<file path="src/rtl/uart_pkg.sv">
// uart_pkg: shared types and constants for the UART transmitter slice
package uart_pkg;
  localparam int DATA_BITS = 8;
  typedef enum logic [1:0] {IDLE, START, DATA, STOP} uart_tx_state_t;
endpackage

</file>
<file path="src/rtl/uart_baud_gen.sv">
// uart_baud_gen: free-running bit-period divider, restartable via clear_i
//   clk_i   system clock
//   rst_i   synchronous active-high reset
//   clear_i restart the count at zero on the next cycle
//   tick_o  high on the terminal count (last cycle of a bit period)
module uart_baud_gen #(
  parameter int CLKS_PER_BIT = 868
) (
  input  logic clk_i,
  input  logic rst_i,
  input  logic clear_i,
  output logic tick_o
);
  localparam int W = $clog2(CLKS_PER_BIT);
  logic [W-1:0] cnt_q;
  assign tick_o = cnt_q == W'(CLKS_PER_BIT - 1);
  always_ff @(posedge clk_i)
    cnt_q <= (rst_i || clear_i || tick_o) ? '0 : cnt_q + W'(1);
endmodule

</file>
<file path="src/rtl/uart_tx_wb.sv">
// uart_tx_wb: Wishbone classic sink that serialises written bytes onto a UART TX line
//   clk_i   system clock
//   rst_i   synchronous active-high reset
//   cyc_i   Wishbone cycle valid
//   stb_i   Wishbone strobe
//   we_i    write enable
//   dat_i   byte to transmit
//   ack_o   single-cycle acknowledge
//   stall_o busy while a frame is on the line
//   tx_o    UART serial output, idle high
module uart_tx_wb
  import uart_pkg::*;
#(
  parameter int CLKS_PER_BIT = 868,
  parameter int STOP_BITS    = 1
) (
  input  logic       clk_i,
  input  logic       rst_i,
  input  logic       cyc_i,
  input  logic       stb_i,
  input  logic       we_i,
  input  logic [7:0] dat_i,
  output logic       ack_o,
  output logic       stall_o,
  output logic       tx_o
);
  uart_tx_state_t state_q;
  logic [DATA_BITS-1:0] shift_q;
  logic [2:0] bit_q;
  logic stop_q;
  logic ack_q;
  logic tx_q;
  logic req_ok;
  logic accept;
  logic tick;
  // the !ack_q term keeps a held request from being acked on consecutive cycles
  assign req_ok = cyc_i && stb_i && state_q == IDLE && !ack_q;
  assign accept = req_ok && we_i;
  assign stall_o = state_q != IDLE;
  assign ack_o = ack_q;
  assign tx_o = tx_q;
  uart_baud_gen #(.CLKS_PER_BIT(CLKS_PER_BIT)) u_baud (
    .clk_i   (clk_i),
    .rst_i   (rst_i),
    .clear_i (accept),
    .tick_o  (tick)
  );
  always_ff @(posedge clk_i)
    if (rst_i) begin
      state_q <= IDLE;
      shift_q <= '0;
      bit_q   <= '0;
      stop_q  <= 1'b0;
      ack_q   <= 1'b0;
      tx_q    <= 1'b1;
    end else begin
      ack_q <= req_ok;
      case (state_q)
        IDLE: if (accept) begin
          shift_q <= dat_i;
          state_q <= START;
          tx_q    <= 1'b0;
        end
        START: if (tick) begin
          state_q <= DATA;
          tx_q    <= shift_q[0];
        end
        // tx is registered, so the next bit to drive is shift_q[1] before the shift lands
        DATA: if (tick) begin
          shift_q <= shift_q >> 1;
          bit_q   <= bit_q + 3'd1;
          if (bit_q == 3'(DATA_BITS - 1)) begin
            state_q <= STOP;
            tx_q    <= 1'b1;
          end else
            tx_q <= shift_q[1];
        end
        STOP: if (tick) begin
          stop_q <= stop_q + 1'b1;
          if (stop_q == 1'(STOP_BITS - 1)) begin
            state_q <= IDLE;
            stop_q  <= 1'b0;
          end
        end
        default: state_q <= IDLE;
      endcase
    end
endmodule

</file>
<file path="config.mk">
export PLATFORM = sky130hd
export DESIGN_NAME = uart_tx_wb
export DESIGN_NICKNAME = d
export VERILOG_FILES = /design/src/rtl/uart_pkg.sv /design/src/rtl/uart_baud_gen.sv /design/src/rtl/uart_tx_wb.sv
export SDC_FILE = /design/constraint.sdc
export NUM_CORES = 1
export LEC_CHECK = 0
export BUFFER_PORTS_ARGS = -buffer_cell sky130_fd_sc_hd__buf_2
export CAP_MARGIN = 20
export CORE_UTILIZATION = 55
export CTS_CLUSTER_DIAMETER = 120
export DETAILED_ROUTE_END_ITERATION = 16
export GPL_TIMING_DRIVEN = 0
export MAX_ROUTING_LAYER = met4
export PLACE_DENSITY = 0.86
export SETUP_SLACK_MARGIN = 0.02
export SLEW_MARGIN = 10
export SYNTH_ARGS = -nofsm -noshare
export SYNTH_HDL_FRONTEND = slang
export SYNTH_HIERARCHICAL = 1
export SYNTH_SLANG_ARGS = --single-unit
</file>
<file path="constraint.sdc">
create_clock -name clk_i -period 3.4 [get_ports clk_i]
set_clock_uncertainty 0.2 [all_clocks]
set_input_delay 0.68 -clock clk_i [delete_from_list [all_inputs] [get_ports clk_i]]
set_output_delay 0.68 -clock clk_i [all_outputs]
set_load 0.005 [all_outputs]
</file>
# After elaboration in Yosys (flattened, before gate mapping)

Index checks and enable logic that the tools add are counted.
W data, S select, Z words.

Register bits after elaboration: 26
Input bits: 13
Output and inout bits: 3
Logic and storage cells: 53

Add/subtract/negate cells: 3
Equality and inequality tests: 11
Mux-type cells: 16
Reduce and logical (&&, ||, !) cells: 16

Operator list:

| kind                    | number |
|---|---|
| $mux W8                 | 2 |
| $pmux W8 S2             | 1 |
| $mux W2                 | 6 |
| $add A10 B1 Y10 const B | 1 |
| $eq A10 B10 Y1 const B  | 1 |
| $ne A2 B1 Y1 const B    | 4 |
| $pmux W2 S4             | 1 |
| $reduce_and A6 Y1       | 1 |
| $mux W1                 | 5 |
| $eq A2 B2 Y1 const B    | 2 |
| $logic_and A1 B1 Y1     | 4 |
| $ne A2 B2 Y1 const B    | 2 |
| $reduce_and A2 Y1       | 2 |
| $reduce_and A4 Y1       | 1 |
| $reduce_bool A2 Y1      | 2 |
| $add A3 B1 Y3 const B   | 1 |
| $eq A3 B3 Y1 const B    | 1 |
| $pmux W1 S3             | 1 |
| $reduce_and A3 Y1       | 1 |
| $reduce_bool A3 Y1      | 1 |
| $eq A2 B1 Y1 const B    | 1 |
| $logic_not A2 Y1        | 1 |
| $logic_or A1 B1 Y1      | 2 |
| $add A1 B1 Y1 const B   | 1 |
| $logic_not A1 Y1        | 1 |

# Longest topological paths before layout

Gate-level depths: netlist of the first run.

Word-level depth: 6
Mapped depth: 8
Mapped depth without buffers: 7

# Hierarchy

Netlist of the first run, hierarchy kept.

Modules (own cells, without submodules):

| module        | times used | cells an instance | area each (µm²) | seq. area each (µm²) |
|---|---|---|---|---|
| uart_tx_wb    | 1          | 94                | 932.1           | 300.3 |
| uart_baud_gen | 1          | 53                | 454.2           | 200.2 |

# Least setup slack after synthesis of the first run

OpenSTA, ideal clock, no wires.

Kind: reg2reg
From: register u_baud.cnt_q[4]
To: register shift_q[1]
Library setup time: 86 ps
Arrival time: 1973 ps
Required time: 3114 ps
Setup slack: 1141 ps
Stages on the path, launching flop included: 8
Buffers on the path: 1
Clock period less this slack: 2259 ps
Cell sequence: dfxtp_1 -> nor4b_1 -> nand2_1 -> nor2_1 -> nor2b_1 -> a211o_1 -> buf_6 -> a221oi_2

Longest elaborated chain between the ends: 3

RTL lines:

| what                               | line                | text |
|---|---|---|
| start, declared                    | uart_baud_gen.sv:15 | `logic [W-1:0] cnt_q;` |
| start signal, assigned             | uart_baud_gen.sv:18 | `cnt_q <= (rst_i \|\| clear_i \|\| tick_o) ? '0 : cnt_q + W'(1);` |
| $eq A10 B10 Y1                     | uart_baud_gen.sv:16 | `assign tick_o = cnt_q == W'(CLKS_PER_BIT - 1);` |
| named net tick                     | uart_tx_wb.sv:35    | `logic tick;` |
| $ne A2 B1 Y1 (no source line)      | --                  |  |
| $reduce_and A3 Y1 (no source line) | --                  |  |
| end signal, assigned               | uart_tx_wb.sv:60    | `shift_q <= dat_i;` |
| end signal, assigned               | uart_tx_wb.sv:70    | `shift_q <= shift_q >> 1;` |
| end, declared                      | uart_tx_wb.sv:28    | `logic [DATA_BITS-1:0] shift_q;` |

The timed path passes the listed nets, and every way through them passes these cells.
A chain may end at the register's enable or synchronous reset.

# Final worst setup path of the first run

From: register u_baud.cnt_q[3]
To: register shift_q[3]

The elaborated chain is that of the path after synthesis.

==> results.cfg, run 1 <==
[floorplanning]
rows = 17
start_util = 0.603
fp.coreArea_sq_mm = 0.00230
ios = 16
die_x_microns = 52.2
dieArea_sq_mm = 0.00273
die_h_microns = 52.2

[sta]
maxSlewHeadroom = 0.581
period_share = 0.777
drv_slew = 0
setup_tns_ps = 0
worstMarginPinSlew_ps = 629
rsz0062_at_grt = false
holdWs_ps = 270
hold_viol_final = 0
timing.fmax_mhz = 379
setup_viol = 0
fin_crit_ps = 2640
timing.final.ws_setup_ps = 760

[synth]
ys_ff_latch = 25
synth_cell_types = 39
synth_mux_area_frac = 0.0289
yosysTopAreaCellShare = 0.361
yosysWarningCount = 6
async_flop_share = 0
synthTopCellsByArea = dfxtp_1, a221oi_2, ha_1, nand2b_1, o31ai_1
synthSimpleGateAreaFrac = 0.221
synth_area_sq_mm = 0.00139
synth-edff-count = 0
synth_cells = 147
synth_nets = 169
synth_common_cells = dfxtp_1, nor2_1, inv_1, nand2b_1
yosysSeqAreaShare = 0.361
synth-main-ff-cell = dfxtp_1
synth_top_family_by_area = simple AND/OR/NAND/NOR gates
yosysTopAreaCell = dfxtp_1
syn_area_per_cell_sq_um = 9.43
synth_fa_ha_area_frac = 0.0812
synth_compound_area_frac = 0.218
synth.most_common_cell = dfxtp_1
synth_xor_area_frac = 0.0379

[status]
outcome = finished, final reports clean

[setup_path]
endpoint_kind = flip-flop
rrSetupSlack_ps = 760
worstPathRequired_ps = 3450
worstReg2RegStart = u_baud/cnt_q[3]$_SDFF_PP0_
crit_chain = nor4b_1, nand2_1, nor2_1, nor2b_1, a211o_1, buf_6, a221oi_2
crit_fanout = 8
timing.critical_path.buf_inv = 1
worstSetupPathType = reg -> reg
timing.rr.end = shift_q[3]$_SDFFE_PP0P_
start_kind = flip-flop
worstRegToRegCells = 7
slowest_stage = nor4b_1
slowest_delay_ps = 540
cp.arrival_ps = 2690
cp_top_family = simple AND/OR/NAND/NOR gates

[clock_tree]
clock-sinks = 25
cts-htree-levels = 1
clk_latency_ps = 320
cts_setup_buffers = 0
clock_path_buffers = 2
cts_buffers = 3
cts_tree = yes
cts_repair_resize_count = 0
root_buffer = clkbuf_4
cts_hold_buf = 0
clkTransAtPathRegs_ps = 130

[placement]
post-dp-hpwl_mm = 1.97
place_congestion = 0.805
portBuffers = 15
dp_slack_ps = 806

[power]
clkPwrFrac = 0.148
total_power_uw = 897
peakVddDrop_mv = 0.411
p_switching_uw = 325
p_seq_frac = 0.442
p_int_uw = 572
leakage_nw = 0.600
pwr-share-comb = 0.409
p_per_area_mw_per_mm2 = 589
swShare = 0.362

[hold_path]
min_path_type = reg -> reg
hold_depth = 2
hold_end = shift_q[4]$_SDFFE_PP0P_
min_from = shift_q[4]$_SDFFE_PP0P_

[route]
ant_nets = 0
wl_met3_microns = 81
viasPerCell = 5.81
via_count = 1127
route.met2.wl_mm = 1.30
firstDrtPassIters = 4
detail_route.wl_per_cell_microns = 13.4
first_iter_violations = 40
top_layer = met4
met1Wirelength_mm = 1.18
drc_errors = 0
wl_mm = 2.61

[global_route]
grt_pass1_vias = 1093
grt_usage = 0.234
grt_pass1_wl_mm = 4.63
antenna_found_initial = 0
grt_max_degree = 14
grt-ovfl-total = 0

[final_layout]
nFillCells = 193
nets = 189
seqCellArea_sq_um = 500
antenna_cells = 0
drive_gt1_frac = 0.211
area_growth_pct = 9.84
multi_input_area_sq_um = 815

[run]
maxCapViolCount = 0
area by class of cell:
| class | count | area share |
|---|---|---|
| Inverter | 12 | 0.0296 |
| Clock buffer | 4 | 0.0173 |
| Multi-Input combinational cell | 105 | 0.535 |
| Sequential cell | 25 | 0.329 |
| Tap cell | 28 | 0.0230 |
| Timing Repair Buffer | 15 | 0.0493 |
| Buffer | 5 | 0.0173 |
metrics by stage:
step,instances,instance area (sq um),util
floorplan,147,1390,-
global placement,190,1500,0.651
detailed placement,190,1500,0.651
CTS,194,1520,0.663
global route,194,1520,0.663
finish,194,1520,0.663
logic make-up after synthesis:
group | after synthesis
buf+inv | 17
xor+xnor | 6
compound gates | 32
flops | 25
mux | 4
simple gates | 54
fa+ha+maj | 9
sequential cells by signal, indices dropped and copies added (netlist names):
register,count
state_q,2
tx_o,1
bit_q,3
u_baud/cnt_q,10
ack_o,1
shift_q,8
routing by layer:
| layer | vias to the layer above | track usage |
|---|---|---|
| met1 | 541 | 0.257 |
| met5 | - | - |
| met4 | 0 | 0.0965 |
| met2 | 20 | 0.423 |
| met3 | 5 | 0.0319 |
| li1 | 561 | - |
power groups by stage:
| stage | sequential (mW) | clock [mW] | combinational (mW) |
|---|---|---|---|
| after CTS | 0.396 | 0.139 | 0.369 |
| after floorplan | 0.391 | 0 | 0.299 |
| after detailed placement | 0.402 | 0 | 0.368 |
| final | 0.397 | 0.133 | 0.367 |
| after global placement | 0.397 | 0 | 0.354 |
| after global routing | 0.403 | 0.148 | 0.406 |
cells in the final DEF, fill, tap and decap left out, types with 3 or more instances in the layout:
cell type	n
a21oi_1	4
a221oi_2	8
buf_2	15
clkbuf_1	5
clkbuf_4	3
dfxtp_1	25
ha_1	9
inv_1	11
mux2i_1	4
nand2_1	8
nand2b_1	11
nand3_1	9
nor2_1	12
nor2b_1	3
o31ai_1	7
xor2_1	4
worst max path at each step:
stage                                           from                       to  slack (ps)  cells after the start
after floorplan           u_baud/cnt_q[4]$_SDFF_PP0_  shift_q[1]$_SDFFE_PP0P_        1140                      7
after global placement    u_baud/cnt_q[3]$_SDFF_PP0_  shift_q[5]$_SDFFE_PP0P_         900                      7
after detailed placement  u_baud/cnt_q[3]$_SDFF_PP0_  shift_q[3]$_SDFFE_PP0P_         810                      7
after CTS                 u_baud/cnt_q[3]$_SDFF_PP0_  shift_q[3]$_SDFFE_PP0P_         770                      7
after global routing      u_baud/cnt_q[3]$_SDFF_PP0_  shift_q[5]$_SDFFE_PP0P_         570                      7
final                     u_baud/cnt_q[3]$_SDFF_PP0_  shift_q[3]$_SDFFE_PP0P_         760                      7
tightest hold or removal path, cell delays in order, from the launching register on:
cell and delay, ps:
dfxtp_1 330, inv_1 60, a221oi_2 50
No activity file was read; power rests on OpenSTA's default activity.
==> run 2, diff against run 1 <==
- clock period: 3.4 -> 2.6 ns (I/O delays scaled with it)
==> results.cfg, run 2 (same netlist as run 1, synthesis figures left out) <==
[placement]
portBuffers = 15
place_congestion = 0.805
post-dp-hpwl_mm = 1.97

[run]
maxCapViolCount = 0

[final_layout]
mostFrequentLayoutCell = dfxtp_1
area_growth_pct = 10.5
nets = 189
top_regs = u_baud/cnt_q: 10 flops, shift_q: 8 flops, bit_q: 3 flops
drive_gt1_frac = 0.223
most-common-layout-cells = dfxtp_1, buf_2, inv_1, nand2b_1, nor2_1
nFillCells = 191
antenna_cells = 0
multi_input_area_sq_um = 823
largest_reg_flops = 10
top_register = u_baud/cnt_q
seqCellArea_sq_um = 500

[route]
first_iter_violations = 37
wl_mm = 2.61
viasPerCell = 5.81
via_count = 1127
firstDrtPassIters = 4
drc_errors = 0
detail_route.wl_per_cell_microns = 13.4
ant_nets = 0

[floorplanning]
die_h_microns = 52.2
fp.coreArea_sq_mm = 0.00230
dieArea_sq_mm = 0.00273
die_x_microns = 52.2
ios = 16
rows = 17
start_util = 0.603

[clock_tree]
cts_tree = yes
clock-sinks = 25
cts_buffers = 3
clock_path_buffers = 2
cts-htree-levels = 1
root_buffer = clkbuf_4
clk_latency_ps = 320
clkTransAtPathRegs_ps = 130

[hold_path]
min_path_type = reg -> reg

[global_route]
grt_use_met3 = 0.0319
grt_usage = 0.235
grt_max_degree = 14
grt_pass1_vias = 1090
grt_pass1_wl_mm = 4.64
top_usage_layer = met2
grt-ovfl-total = 0
grt_use_met2 = 0.423
antenna_found_initial = 0
use_met1 = 0.259

[sta]
period_share = 0.912
maxSlewHeadroom = 0.580
worstMarginPinSlew_ps = 629
hold_viol_final = 0
fin_crit_ps = 2370
timing.fmax_mhz = 422
drv_slew = 0
setup_viol = 0
rsz0062_at_grt = false
setup_tns_ps = 0

[setup_path]
start_kind = flip-flop
endpoint_kind = flip-flop
crit_fanout = 8
worstSetupPathType = reg -> reg
worstPathRequired_ps = 2650
cp.arrival_ps = 2420

[status]
outcome = finished, final reports clean

[power]
total_power_mw = 1.17
peakVddDrop_mv = 0.537
p_per_area_mw_per_mm2 = 766
leakage_nw = 0.602
## run 2: layout make-up
class	count	area share
flip-flops and latches	25	0.327
inverters	12	0.0294
multi-input cells	105	0.538
well taps	28	0.0229
clock buffers	4	0.0172
plain buffers	5	0.0172
repair buffers	15	0.0490
## run 2: power by group
part | switching [mW] | leakage [nW] | internal (mW)
logic | 0.258 | 0.383 | 0.222
clock network | 0.114 | 0.0150 | 0.0601
registers | 0.0533 | 0.204 | 0.465
total | 0.425 | 0.602 | 0.748
## run 2: path summary, 6_finish.rpt
kind	slack [ps]	end	start	depth (start not counted)
min reg2reg	270	shift_q[4]$_SDFFE_PP0P_	shift_q[4]$_SDFFE_PP0P_	2
min	270	shift_q[4]$_SDFFE_PP0P_	shift_q[4]$_SDFFE_PP0P_	2
max	230	shift_q[3]$_SDFFE_PP0P_	u_baud/cnt_q[0]$_SDFF_PP0_	8
max reg2reg	230	shift_q[3]$_SDFFE_PP0P_	u_baud/cnt_q[0]$_SDFF_PP0_	8
## run 2: timing repair
| action | CTS | global route |
|---|---|---|
| hold buffers | 0 | 0 |
| endpoints found under the hold margin | 0 | 0 |
| gates resized for setup | 1 | 1 |
| pin swaps | 0 | 0 |
| endpoints found under the setup margin | 6 | 8 |
| buffers inserted | 0 | 0 |
## run 2: metrics by stage
step	setup WS (ps)	utilization	instance area [sq um]	cells	hold slack [ps]
CTS	108	0.666	1530	194	272
global placement	96.4	0.651	1500	190	238
global route	33.4	0.667	1530	194	288
finish	229	0.667	1530	194	270
floorplan	341	-	1390	147	226
detailed placement	5.52	0.651	1500	190	252
## run 2: worst max-delay path, cell delays in order (launching register included)
cell and delay [ps]:
dfxtp_1 390, ha_1 220, nor2b_1 240, nand2_1 150, nor2_2 250, nor2b_1 140, a211o_1 290, buf_6 150
a221oi_2 260
## run 2: per-layer routing
layer	share of wire	wire, microns	vias up
li1	-	-	560
met1	0.45	1180	542
met2	0.50	1290	20
met3	0.033	87	5
met4	0.018	46	0
met5	0	0	-
